## config.mk

```make
export PLATFORM = sky130hd
export DESIGN_NAME = riscv_core_demux1x4_reg_flat
export DESIGN_NICKNAME = d
export VERILOG_FILES = /design/src/rtl/riscv_core_demux1x4_reg_pkg.sv /design/src/rtl/riscv_core_demux1x4_reg_if.sv /design/src/rtl/riscv_core_demux1x4_reg_dec2to4.sv /design/src/rtl/riscv_core_demux1x4_reg.sv /design/src/flat_wrapper.sv
export SDC_FILE = /design/constraint.sdc
export NUM_CORES = 1
export LEC_CHECK = 0
export ABC_AREA = 1
export ABC_CLOCK_PERIOD_IN_PS = 3000
export CORE_MARGIN = 10
export CORE_UTILIZATION = 56
export CTS_BUF_LIST = sky130_fd_sc_hd__clkbuf_4
export DETAILED_ROUTE_END_ITERATION = 7
export PLACE_DENSITY = 0.88
export REMOVE_ABC_BUFFERS = 1
export SYNTH_ARGS = -nofsm -noshare
export SYNTH_HDL_FRONTEND = slang
export SYNTH_SLANG_ARGS = --single-unit
```

## constraint.sdc

```tcl
create_clock -name i_clk -period 3 [get_ports i_clk]
set_input_delay 0.3 -clock i_clk [delete_from_list [all_inputs] [get_ports i_clk]]
set_output_delay 0.3 -clock i_clk [all_outputs]
set_load 0.02 [all_outputs]
```

## src/rtl/riscv_core_demux1x4_reg_pkg.sv

```systemverilog
// Shared types and lane constants for the registered 1:4 demux.
// Optional build macro: RISCV_CORE_DEMUX_DATA_GATE_EN (see top).
package riscv_core_pkg;

   typedef enum logic [1:0] {
      EMPTY,
      BUSY,
      FULL
   } riscv_core_demux_state_e;

   localparam int DEMUX_LANES = 4;

   localparam logic [1:0] LANE_ALU = 2'd0;
   localparam logic [1:0] LANE_MUL = 2'd1;
   localparam logic [1:0] LANE_DIV = 2'd2;
   localparam logic [1:0] LANE_LSU = 2'd3;

endpackage

```

## src/rtl/riscv_core_demux1x4_reg_if.sv

```systemverilog
// Producer/consumer bundle of the 1:4 demux.
// slave = demux side, master = the environment driving it.
interface riscv_core_demux1x4_reg_if #(
   parameter int XLEN = 32
);
   import riscv_core_pkg::*;

   logic                   i_demux_flush;
   logic                   i_demux_valid;
   logic [XLEN-1:0]        i_demux_data;
   logic [1:0]             i_demux_sel;
   logic                   o_demux_ready;
   logic [DEMUX_LANES-1:0] o_demux_valid;
   logic [XLEN-1:0]        o_demux_data;
   logic [1:0]             o_demux_sel;
   logic [DEMUX_LANES-1:0] i_demux_ready;

   modport slave (
      input  i_demux_flush,
      input  i_demux_valid,
      input  i_demux_data,
      input  i_demux_sel,
      output o_demux_ready,
      output o_demux_valid,
      output o_demux_data,
      output o_demux_sel,
      input  i_demux_ready
   );

   modport master (
      output i_demux_flush,
      output i_demux_valid,
      output i_demux_data,
      output i_demux_sel,
      input  o_demux_ready,
      input  o_demux_valid,
      input  o_demux_data,
      input  o_demux_sel,
      output i_demux_ready
   );

endinterface

```

## src/rtl/riscv_core_demux1x4_reg_dec2to4.sv

```systemverilog
// 2-to-4 one-hot decoder with enable.
// Drives the per-lane valids from the held lane index.
module riscv_core_dec2to4
   import riscv_core_pkg::*;
(
   input  logic                   i_en,
   input  logic [1:0]             i_sel,
   output logic [DEMUX_LANES-1:0] o_onehot
);

   // One bit set for the selected lane, none when disabled
   always_comb begin
      o_onehot = '0;
      if (i_en) begin
         o_onehot[i_sel] = 1'b1;
      end
   end

endmodule

```

## src/rtl/riscv_core_demux1x4_reg.sv

```systemverilog
// Registered 1:4 demux: main register plus one skid entry.
// RISCV_CORE_DEMUX_DATA_GATE_EN zeroes data/sel while idle.
module riscv_core_demux1x4_reg
   import riscv_core_pkg::*;
#(
   parameter int XLEN = 32
) (
   input  logic                          i_clk,
   input  logic                          i_rst_n,
   riscv_core_demux1x4_reg_if.slave      bus
);

   riscv_core_demux_state_e state_q, state_d;
   logic [XLEN-1:0]         main_data_q, main_data_d;
   logic [1:0]              main_sel_q, main_sel_d;
   logic [XLEN-1:0]         skid_data_q, skid_data_d;
   logic [1:0]              skid_sel_q, skid_sel_d;
   logic                    ready_q, ready_d;

   logic                    main_full;
   logic                    in_fire;
   logic                    out_fire;
   logic [DEMUX_LANES-1:0]  lane_valid;

   assign main_full = (state_q != EMPTY);
   assign in_fire   = bus.i_demux_valid & ready_q;
   assign out_fire  = main_full & bus.i_demux_ready[main_sel_q];

   // Next-state, main register and skid entry updates
   always_comb begin
      state_d     = state_q;
      main_data_d = main_data_q;
      main_sel_d  = main_sel_q;
      skid_data_d = skid_data_q;
      skid_sel_d  = skid_sel_q;
      unique case (state_q)
         EMPTY: begin
            if (in_fire) begin
               main_data_d = bus.i_demux_data;
               main_sel_d  = bus.i_demux_sel;
               state_d     = BUSY;
            end
         end
         BUSY: begin
            if (in_fire && out_fire) begin
               main_data_d = bus.i_demux_data;
               main_sel_d  = bus.i_demux_sel;
            end else if (in_fire) begin
               skid_data_d = bus.i_demux_data;
               skid_sel_d  = bus.i_demux_sel;
               state_d     = FULL;
            end else if (out_fire) begin
               state_d = EMPTY;
            end
         end
         FULL: begin
            if (out_fire) begin
               main_data_d = skid_data_q;
               main_sel_d  = skid_sel_q;
               skid_data_d = '0;
               skid_sel_d  = '0;
               state_d     = BUSY;
            end
         end
         default: state_d = EMPTY;
      endcase
      if (bus.i_demux_flush) begin
         state_d     = EMPTY;
         main_data_d = main_data_q;
         main_sel_d  = main_sel_q;
         skid_data_d = '0;
         skid_sel_d  = '0;
      end
      ready_d = (state_d != FULL);
   end

   // State and payload registers, cleared by async reset
   always_ff @(posedge i_clk or negedge i_rst_n) begin
      if (!i_rst_n) begin
         state_q     <= EMPTY;
         main_data_q <= '0;
         main_sel_q  <= '0;
         skid_data_q <= '0;
         skid_sel_q  <= '0;
         ready_q     <= 1'b1;
      end else begin
         state_q     <= state_d;
         main_data_q <= main_data_d;
         main_sel_q  <= main_sel_d;
         skid_data_q <= skid_data_d;
         skid_sel_q  <= skid_sel_d;
         ready_q     <= ready_d;
      end
   end

   riscv_core_dec2to4 u_dec (
      .i_en     (main_full),
      .i_sel    (main_sel_q),
      .o_onehot (lane_valid)
   );

   assign bus.o_demux_valid = lane_valid;
   assign bus.o_demux_ready = ready_q;

`ifdef RISCV_CORE_DEMUX_DATA_GATE_EN
   assign bus.o_demux_data = main_full ? main_data_q : '0;
   assign bus.o_demux_sel  = main_full ? main_sel_q : 2'b00;
`else
   assign bus.o_demux_data = main_data_q;
   assign bus.o_demux_sel  = main_sel_q;
`endif

endmodule
```

## src/flat_wrapper.sv

```systemverilog
// flat-port wrapper written by rule: the top's interface ports become plain ports
module riscv_core_demux1x4_reg_flat import riscv_core_pkg::*;
#(
   parameter int XLEN = 32
)
  (i_clk, i_rst_n, bus_i_demux_flush, bus_i_demux_valid, bus_i_demux_data, bus_i_demux_sel, bus_o_demux_ready, bus_o_demux_valid, bus_o_demux_data, bus_o_demux_sel, bus_i_demux_ready);
  riscv_core_demux1x4_reg_if #(.XLEN(XLEN)) bus_i ();
  input  logic i_clk;
  input  logic i_rst_n;
  input wire logic [$bits(bus_i.i_demux_flush)-1:0] bus_i_demux_flush;
  input wire logic [$bits(bus_i.i_demux_valid)-1:0] bus_i_demux_valid;
  input wire logic [$bits(bus_i.i_demux_data)-1:0] bus_i_demux_data;
  input wire logic [$bits(bus_i.i_demux_sel)-1:0] bus_i_demux_sel;
  output wire logic [$bits(bus_i.o_demux_ready)-1:0] bus_o_demux_ready;
  output wire logic [$bits(bus_i.o_demux_valid)-1:0] bus_o_demux_valid;
  output wire logic [$bits(bus_i.o_demux_data)-1:0] bus_o_demux_data;
  output wire logic [$bits(bus_i.o_demux_sel)-1:0] bus_o_demux_sel;
  input wire logic [$bits(bus_i.i_demux_ready)-1:0] bus_i_demux_ready;
  assign bus_i.i_demux_flush = bus_i_demux_flush;
  assign bus_i.i_demux_valid = bus_i_demux_valid;
  assign bus_i.i_demux_data = bus_i_demux_data;
  assign bus_i.i_demux_sel = bus_i_demux_sel;
  assign bus_o_demux_ready = bus_i.o_demux_ready;
  assign bus_o_demux_valid = bus_i.o_demux_valid;
  assign bus_o_demux_data = bus_i.o_demux_data;
  assign bus_o_demux_sel = bus_i.o_demux_sel;
  assign bus_i.i_demux_ready = bus_i_demux_ready;
  riscv_core_demux1x4_reg #(.XLEN(XLEN)) u_core (.i_clk(i_clk), .i_rst_n(i_rst_n), .bus(bus_i));
endmodule
```

==> impl_metrics.yaml, run 1 <==
run_status:
  status: "complete, no violations"
pwr:
  leakage_nw: 2.42
  ir_drop_mv: 0.409
  p_total_mw: 3.40
  p_per_area_mw_per_mm2: 761
detailed_routing:
  vias: 3376
  drt-initial-drc-count: 265
  wl_um: 9180
  dr.pass1.iters: 5
  postRouteAntennaNets: 0
  vias_per_cell: 5.40
  drc: 0
  post_drt_wl_per_cell_um: 14.7
placed_design:
  dp_cells: 609
  gp_congestion: 0.792
  io_buffers: 80
  hpwl_um: 5880
setup_path:
  cp_common_cell: "nand2_1"
  cpLargestDelayFamily: "simple AND/OR/NAND/NOR gates"
  required_ps: 3310
  path_cells: "a21oi_1 > nor2_4 > nand2_2 > nand2_1 > nand2_1"
  path_class: "register to register"
  critPathMaxStageDelay_ps: 670
  cp_slowest_cell: "nor2_4"
  worst-path-buf-inv: 0
  r2r_start: "u_core.bus.o_demux_ready$_DFF_PN1_"
  rr_endpoint: "u_core.bus.o_demux_data[26]$_DFFE_PN0P_"
  worst-path-max-fanout: 35
  r2r_cells: 5
  startpoint_type: "register"
  worstSetupEndpointType: "register"
  ff2ff_setup_slack_ps: 630
  cp.arrival_ps: 2680
  cp.depth: 5
synthesis:
  ys_types: 23
  synth_warnings: 0
  ys_seq_area_share_pct: 49.7
  synth_area_mm2: 0.00358
  synth_area_per_cell_um2: 7.44
  synthCells: 481
  synth_seq_cells: 71
clock_tree:
  postCtsSetupBuffers: 0
  root_buffer: "clkbuf_4"
  cts_tree: "built"
  holdBufCountCts: 0
  clock_latency_ps: 410
  clkSinkCount: 71
  clockBufferDepth: 2
  htreeDepth: 3
  clk_pin_slew_ps: 120
  numCtsBuffers: 9
  postCtsResizedCells: 0
global_route:
  grtUsageTotal_pct: 18.4
  grt_pass1_wl_um: 15400
  grt_overflow: 0
  antenna_found_initial: 0
  grt_max_degree: 72
  grt_pass1_vias: 3303
timing:
  setup-tns-final_ps: 0
  clock.fmax_mhz: 422
  skew_ps: 19.4
  rsz0062_at_grt: "no"
  min_period_over_period_pct: 79.0
  slew_viol_final: 0
  tightest_slew_ps: 880
  finalSetupViolations: 0
  timing_hold_violations_final: 0
  min_period_ps: 2370
  relSlewSlack_pct: 41.3
floorplan:
  start_util_pct: 57.0
  core-area_mm2: 0.00628
  dieWidth_um: 100
  die_height_um: 100
  ioPinCount: 81
  dieArea_mm2: 0.00999
  rows: 29
worst_hold_path:
  hold_class: "input pin to asynchronous set/reset pin"
job:
  drv_cap: 0
layout:
  nNetsFinal: 585
  final_cells: 625
  area_delta_synth_final_pct: 25.0
  fillers: 529
  layout-drive-gt1-share_pct: 6.20
  final_cell_mix: "nand2_1 (233), clkdlybuf4s50_1 (79), dfrtp_1 (70), nand3_1 (51), nand4_1 (34)"
  diodes: 0
  final_common_cell: "nand2_1"
## flip-flops by register name, indices dropped and copies added, names as in the netlist
register	count
u_core.bus.o_demux_sel	2
u_core.skid_sel_q	2
u_core.bus.o_demux_data	32
u_core.state_q	2
u_core.skid_data_q	32
u_core.bus.o_demux_ready	1
## where the power goes
group	switching [mW]	internal [mW]	total, mW	leakage (nW)
logic	0.838	0.583	1.42	1.42
registers	0.164	1.21	1.37	0.930
clock network	0.330	0.279	0.609	0.0750
total	1.33	2.07	3.40	2.42
## logic make-up (layout without fill, tap and decap cells)
group	after synthesis	count (layout)	synth area share, %
buf+inv	57	124	7.10
flops	71	71	49.7
compound gates	2	2	0.279
simple gates	351	351	43.0
## how the worst max path moves through the flow
stage                                        from                                 endpoint  slack (ps)
3_5_place_dp                    bus_i_demux_valid  u_core.bus.o_demux_data[26]$_DFFE_PN0P_         320
5_1_grt        u_core.bus.o_demux_ready$_DFF_PN1_   u_core.bus.o_demux_data[0]$_DFFE_PN0P_         380
3_3_place_gp                    bus_i_demux_valid  u_core.bus.o_demux_data[10]$_DFFE_PN0P_         460
6_report       u_core.bus.o_demux_ready$_DFF_PN1_  u_core.bus.o_demux_data[26]$_DFFE_PN0P_         630
2_1_floorplan                   bus_i_demux_flush   u_core.bus.o_demux_data[0]$_DFFE_PN0P_         290
4_1_cts        u_core.bus.o_demux_ready$_DFF_PN1_  u_core.bus.o_demux_data[26]$_DFFE_PN0P_         620
## Yosys cell counts
cell | instances | area share [%]
clkbuf_1 | 11 | 1.2
nand3_1 | 51 | 7.1
nor2_4 | 1 | 0.31
buf_6 | 1 | 0.31
nand4_1 | 34 | 5.9
inv_2 | 4 | 0.42
nand2_1 | 233 | 24
nor3_2 | 1 | 0.28
nor3_1 | 4 | 0.56
nand2_4 | 2 | 0.63
o21ai_1 | 1 | 0.14
buf_1 | 1 | 0.10
buf_2 | 14 | 2.0
clkinv_1 | 1 | 0.10
dfrtp_1 | 70 | 49
buf_4 | 4 | 0.84
nor2_2 | 1 | 0.17
a21oi_1 | 1 | 0.14
dfstp_2 | 1 | 0.73
nand3_4 | 2 | 0.98
inv_1 | 21 | 2.2
nor2_1 | 19 | 2.0
nand2_2 | 3 | 0.52
## worst register-to-register path, stage by stage (launching register included)
cell and delay, ps:
dfstp_2 560, a21oi_1 120, nor2_4 670, nand2_2 630, nand2_1 220, nand2_1 70
## layer usage
layer / vias to the layer above / share of wire, % / global-route usage (%) / routed length (um)
met5: - / 0 / 0 / 0
met1: 1581 / 41 / 21.9 / 3760
met3: 12 / 7.4 / 4.60 / 682
met4: 0 / 1.1 / 6.62 / 97
met2: 127 / 51 / 31.5 / 4640
li1: 1656 / - / - / -
## stage by stage
step           util (%)  hold WS, ps  worst slack [ps]  area, um2
2_1_floorplan         -         4.41               290       3420
5_1_grt            71.3         69.0               382       4470
6_report           71.3         2.25               629       4470
3_3_place_gp       69.1          455               457       4340
3_5_place_dp       69.1          459               323       4340
4_1_cts            71.3         29.6               616       4470
## final cells by class
type	instances	area (um2)	area share (%)
sequential	71	1780	39.7
multi-input combinational	353	1550	34.7
timing repair buffer	82	813	18.2
inverter	26	97.6	2.18
tap	77	96.3	2.15
clock buffer	12	90.1	2.01
clock inverter	4	46.3	1.03
(Power assumes the default switching activity.)
==> run 2: changes to the inputs <==
--- a/config.mk
+++ b/config.mk
@@ -6,12 +6,12 @@
 export NUM_CORES = 1
 export LEC_CHECK = 0
 export ABC_AREA = 1
-export ABC_CLOCK_PERIOD_IN_PS = 3000
+export ABC_CLOCK_PERIOD_IN_PS = 2000
 export CORE_MARGIN = 10
-export CORE_UTILIZATION = 56
+export CORE_UTILIZATION = 47
 export CTS_BUF_LIST = sky130_fd_sc_hd__clkbuf_4
 export DETAILED_ROUTE_END_ITERATION = 7
-export PLACE_DENSITY = 0.88
+export PLACE_DENSITY = 0.78
 export REMOVE_ABC_BUFFERS = 1
 export SYNTH_ARGS = -nofsm -noshare
 export SYNTH_HDL_FRONTEND = slang
==> constraint.sdc (replaced) <==
create_clock -name i_clk -period 2 [get_ports i_clk]
set_input_delay 0.2 -clock i_clk [delete_from_list [all_inputs] [get_ports i_clk]]
set_output_delay 0.2 -clock i_clk [all_outputs]
set_load 0.02 [all_outputs]
==> impl_metrics.yaml, run 2 (synthesis results as in run 1) <==
run_status:
  status: "complete, no violations"
clock_tree:
  numCtsBuffers: 9
  clkSinkCount: 71
  root_buffer: "clkbuf_4"
  cts_tree: "built"
  clockBufferDepth: 2
  htreeDepth: 3
  clock_latency_ps: 410
  clk_pin_slew_ps: 130
timing:
  relSlewSlack_pct: 40.6
  finalSetupViolations: 0
  min_period_over_period_pct: 92.2
  skew_ps: 19.4
  clock.fmax_mhz: 543
  slew_viol_final: 0
  tightest_slew_ps: 890
  rsz0062_at_grt: "no"
  min_period_ps: 1840
  timing_hold_violations_final: 0
floorplan:
  rows: 31
  dieWidth_um: 107
  dieArea_mm2: 0.0115
  core-area_mm2: 0.00733
  ioPinCount: 81
  die_height_um: 107
  start_util_pct: 48.8
placed_design:
  postPlaceCellArea_mm2: 0.00444
  io_buffers: 80
  dp_cells: 637
  gp_congestion: 0.772
  hpwl_um: 5990
layout:
  nNetsFinal: 592
  final_cell_area_mm2: 0.00454
  utilization_pct: 62.0
  final_common_cell: "nand2_1"
  diodes: 0
  area_delta_synth_final_pct: 26.9
  final_cells: 654
  final_cell_mix: "nand2_1 (233), clkdlybuf4s50_1 (75), dfrtp_1 (70), nand3_1 (51), nand4_1 (34)"
  fillers: 654
  multi_input_area_mm2: 0.00155
  layout-drive-gt1-share_pct: 7.03
  seq_area_mm2: 0.00178
pwr:
  ir_drop_mv: 0.553
  leakage_nw: 2.47
  p_per_area_mw_per_mm2: 1090
  p_total_mw: 4.96
detailed_routing:
  postRouteAntennaNets: 0
  drc: 0
  vias: 3337
  post_drt_wl_per_cell_um: 14.0
  vias_per_cell: 5.10
  wl_um: 9140
  dr.pass1.iters: 4
  drt-initial-drc-count: 209
setup_path:
  cp_slowest_cell: "dfrtp_1"
  required_ps: 1800
  path_cells: "inv_2 > nand2_1 > inv_1 > nor3_1 > dlygate4sd2_1"
  worstSetupEndpointType: "output pin"
  path_class: "register to output pin"
  startpoint_type: "register"
  cp.arrival_ps: 1640
  critPathMaxStageDelay_ps: 410
  worst-path-max-fanout: 4
job:
  drv_cap: 0
global_route:
  grt_max_degree: 72
  grt_pass1_wl_um: 15600
  antenna_found_initial: 0
  grt_pass1_vias: 3199
  grtUsageTotal_pct: 16.3
  grt_overflow: 0
worst_hold_path:
  hold_class: "input pin to register"
==> run 2: worst max-delay path: cells and delay by family (launching register included) <==
kind	cells	cell delay, ps
buf+inv	3	530
simple gates	2	290
flops	1	410
==> run 2: worst paths after layout <==
kind / startpoint / end / slack, ps / depth (start not counted)
worst min-delay path: bus_i_demux_data[27] / u_core.skid_data_q[27]$_DFFE_PN0P_ / 430 / 5
worst min register to register: u_core.bus.o_demux_data[8]$_DFFE_PN0P_ / u_core.bus.o_demux_data[8]$_DFFE_PN0P_ / 480 / 2
max in group asynchronous: i_rst_n / u_core.bus.o_demux_data[17]$_DFFE_PN0P_ / 970 / 2
min in group asynchronous: i_rst_n / u_core.bus.o_demux_data[27]$_DFFE_PN0P_ / 440 / 2
worst max-delay path: u_core.state_q[1]$_DFF_PN0_ / bus_o_demux_valid[1] / 160 / 5
worst max register to register: u_core.bus.o_demux_sel[0]$_DFFE_PN0P_ / u_core.skid_data_q[10]$_DFFE_PN0P_ / 220 / 9
==> run 2: power breakdown <==
part | internal, mW | switching [mW] | total (mW)
logic | 0.911 | 1.25 | 2.16
clock network | 0.254 | 0.497 | 0.751
registers | 1.82 | 0.226 | 2.04
==> run 2: layout make-up <==
| class | instances | share of cell area [%] |
|---|---|---|
| flip-flops and latches | 71 | 39.1 |
| multi-input cells | 353 | 34.2 |
| repair buffers | 89 | 19.6 |
| well taps | 99 | 2.73 |
| inverters | 26 | 2.15 |
| clock buffers | 10 | 1.65 |
| clock inverters | 6 | 0.606 |
==> run 2: what timing repair did <==
item,4_1_cts,5_1_grt
hold endpoints to repair,70,0
buffers inserted,0,0
hold buffers,1,0
gates resized for setup,4,0
endpoints found under the setup margin,4,0
==> run 2: routing by layer <==
layer	vias to the layer above	global-route usage [%]	routed length, um
met1	1551	21.2	4080
li1	1673	-	-
met3	9	4.01	749
met4	0	5.80	90
met2	104	25.9	4230
met5	-	0	0
==> run 2: metrics by stage <==
step / setup WS (ps) / hold slack, ps / setup TNS [ps]
after detailed placement: 173 / 386 / 0
after CTS: 127 / 417 / 0
final: 157 / 434 / 0
after global placement: 200 / 376 / 0
after floorplan: -610 / -95.6 / -20740
after global routing: 16.1 / 447 / 0
==> run 3: changes to the inputs <==
--- a/config.mk
+++ b/config.mk
@@ -11,6 +11,7 @@
 export CORE_UTILIZATION = 47
 export CTS_BUF_LIST = sky130_fd_sc_hd__clkbuf_4
 export DETAILED_ROUTE_END_ITERATION = 7
+export GPL_TIMING_DRIVEN = 0
 export PLACE_DENSITY = 0.78
 export REMOVE_ABC_BUFFERS = 1
 export SYNTH_ARGS = -nofsm -noshare
==> impl_metrics.yaml, run 3 (synthesis results as in run 1) <==
pwr:
  leakage_nw: 2.45
  p_per_area_mw_per_mm2: 1120
  ir_drop_mv: 0.582
placed_design:
  io_buffers: 80
  postPlaceCellArea_mm2: 0.00435
  dp_cells: 629
  gp_congestion: 0.766
  hpwl_um: 5600
  dp_slack_ps: -1310
timing:
  relSlewSlack_pct: 39.2
  clock.fmax_mhz: 530
  skew_ps: 16.1
  finalSetupViolations: 0
  slew_viol_final: 0
  min_period_ps: 1890
  timing_hold_violations_final: 0
  rsz0062_at_grt: "yes"
  min_period_over_period_pct: 94.4
  tightest_slew_ps: 911
  fin_ws_ps: 112
setup_path:
  r2r_start: "u_core.bus.o_demux_ready$_DFF_PN1_"
  r2r_cells: 6
  worstSetupEndpointType: "register"
  required_ps: 2350
  worst-path-max-fanout: 26
  startpoint_type: "register"
  cp.arrival_ps: 2240
  path_class: "register to register"
  crit_path_start: "u_core.bus.o_demux_ready$_DFF_PN1_"
layout:
  layout-drive-gt1-share_pct: 7.40
  diodes: 0
  final_common_cell: "nand2_1"
  fillers: 621
  multi_input_area_mm2: 0.00163
  final_cell_mix: "nand2_1 (233), clkdlybuf4s50_1 (75), dfrtp_1 (69), nand3_1 (51), nand4_1 (34)"
  final_cells: 653
  final_cell_area_mm2: 0.00460
  area_delta_synth_final_pct: 28.5
  seq_area_mm2: 0.00178
  nNetsFinal: 591
clock_tree:
  clkSinkCount: 71
  htreeDepth: 3
  clk_pin_slew_ps: 120
  numCtsBuffers: 9
  root_buffer: "clkbuf_4"
  clock_latency_ps: 420
  cts_tree: "built"
  clockBufferDepth: 2
global_route:
  met1_usage_pct: 22.8
  grt_pass1_vias: 3363
  use_met3_pct: 4.49
  grtUsageTotal_pct: 17.8
  antenna_found_initial: 0
  grt_max_degree: 72
  grt_pass1_wl_um: 16800
  top_usage_layer: "met2"
  grtUsageMet2_pct: 28.3
  grt_overflow: 0
detailed_routing:
  wl_um: 9780
  vias_per_cell: 5.19
  vias: 3387
  post_drt_wl_per_cell_um: 15.0
  drt-initial-drc-count: 199
  postRouteAntennaNets: 0
  dr.pass1.iters: 4
  drc: 0
worst_hold_path:
  whs_path_depth: 5
  hold_class: "input pin to register"
  min_from: "bus_i_demux_data[24]"
floorplan:
  core-area_mm2: 0.00733
  dieArea_mm2: 0.0115
  ioPinCount: 81
  start_util_pct: 48.8
  rows: 31
  dieWidth_um: 107
  die_height_um: 107
job:
  drv_cap: 0
run_status:
  status: "complete, no violations"
run 3: worst paths after layout:
path	to	slack (ps)
setup reg to reg	u_core.skid_data_q[1]$_DFFE_PN0P_	110
max in group asynchronous	u_core.bus.o_demux_sel[0]$_DFFE_PN0P_	920
setup / recovery	u_core.skid_data_q[1]$_DFFE_PN0P_	110
hold reg to reg	u_core.bus.o_demux_data[13]$_DFFE_PN0P_	480
min in group asynchronous	u_core.bus.o_demux_data[23]$_DFFE_PN0P_	450
hold / removal	u_core.skid_data_q[24]$_DFFE_PN0P_	420
run 3: through the flow:
stage | TNS (ps) | power [mW] | utilization, % | hold slack, ps
after global placement | -223640 | 4.18 | 59.3 | 453
after global routing | -11.3 | 5.51 | 62.8 | 434
after detailed placement | -52290 | 4.23 | 59.4 | 388
after CTS | 0 | 5.16 | 61.9 | 405
final | 0 | 5.16 | 62.8 | 421
after floorplan | -20740 | 3.19 | - | -95.6
run 3: layout make-up:
cell class / instances / area share, %
Clock inverter: 7 / 1.39
Timing Repair Buffer: 85 / 18.1
Inverter: 26 / 2.28
Multi-Input combinational cell: 356 / 35.4
Clock buffer: 9 / 1.47
Sequential cell: 71 / 38.7
Tap cell: 99 / 2.69
run 3: worst max-delay path: stages, from the launching register on:
cell and delay [ps]:
dfstp_2 560, nand2_1 60, nor3_2 330, nand3_4 400, nand2_8 290, nand3_1 90
nand2_1 100
run 3: power breakdown:
part	switching, mW	internal [mW]
Clock	0.519	0.370
Combinational	1.33	0.893
Sequential	0.239	1.82
run 3: per-layer routing:
metal / routed length (um) / vias to the layer above
met5: 0 / -
met4: 181 / 0
met3: 755 / 13
met2: 4620 / 126
met1: 4220 / 1575
li1: - / 1673
run 3: what timing repair did:
action	4_1_cts	5_1_grt
setup endpoints to repair	72	71
gates resized for setup	7	14
endpoints found under the hold margin	70	0
setup buffers	1	3
hold buffers	1	0
pin swaps	3	2
gates cloned	3	0
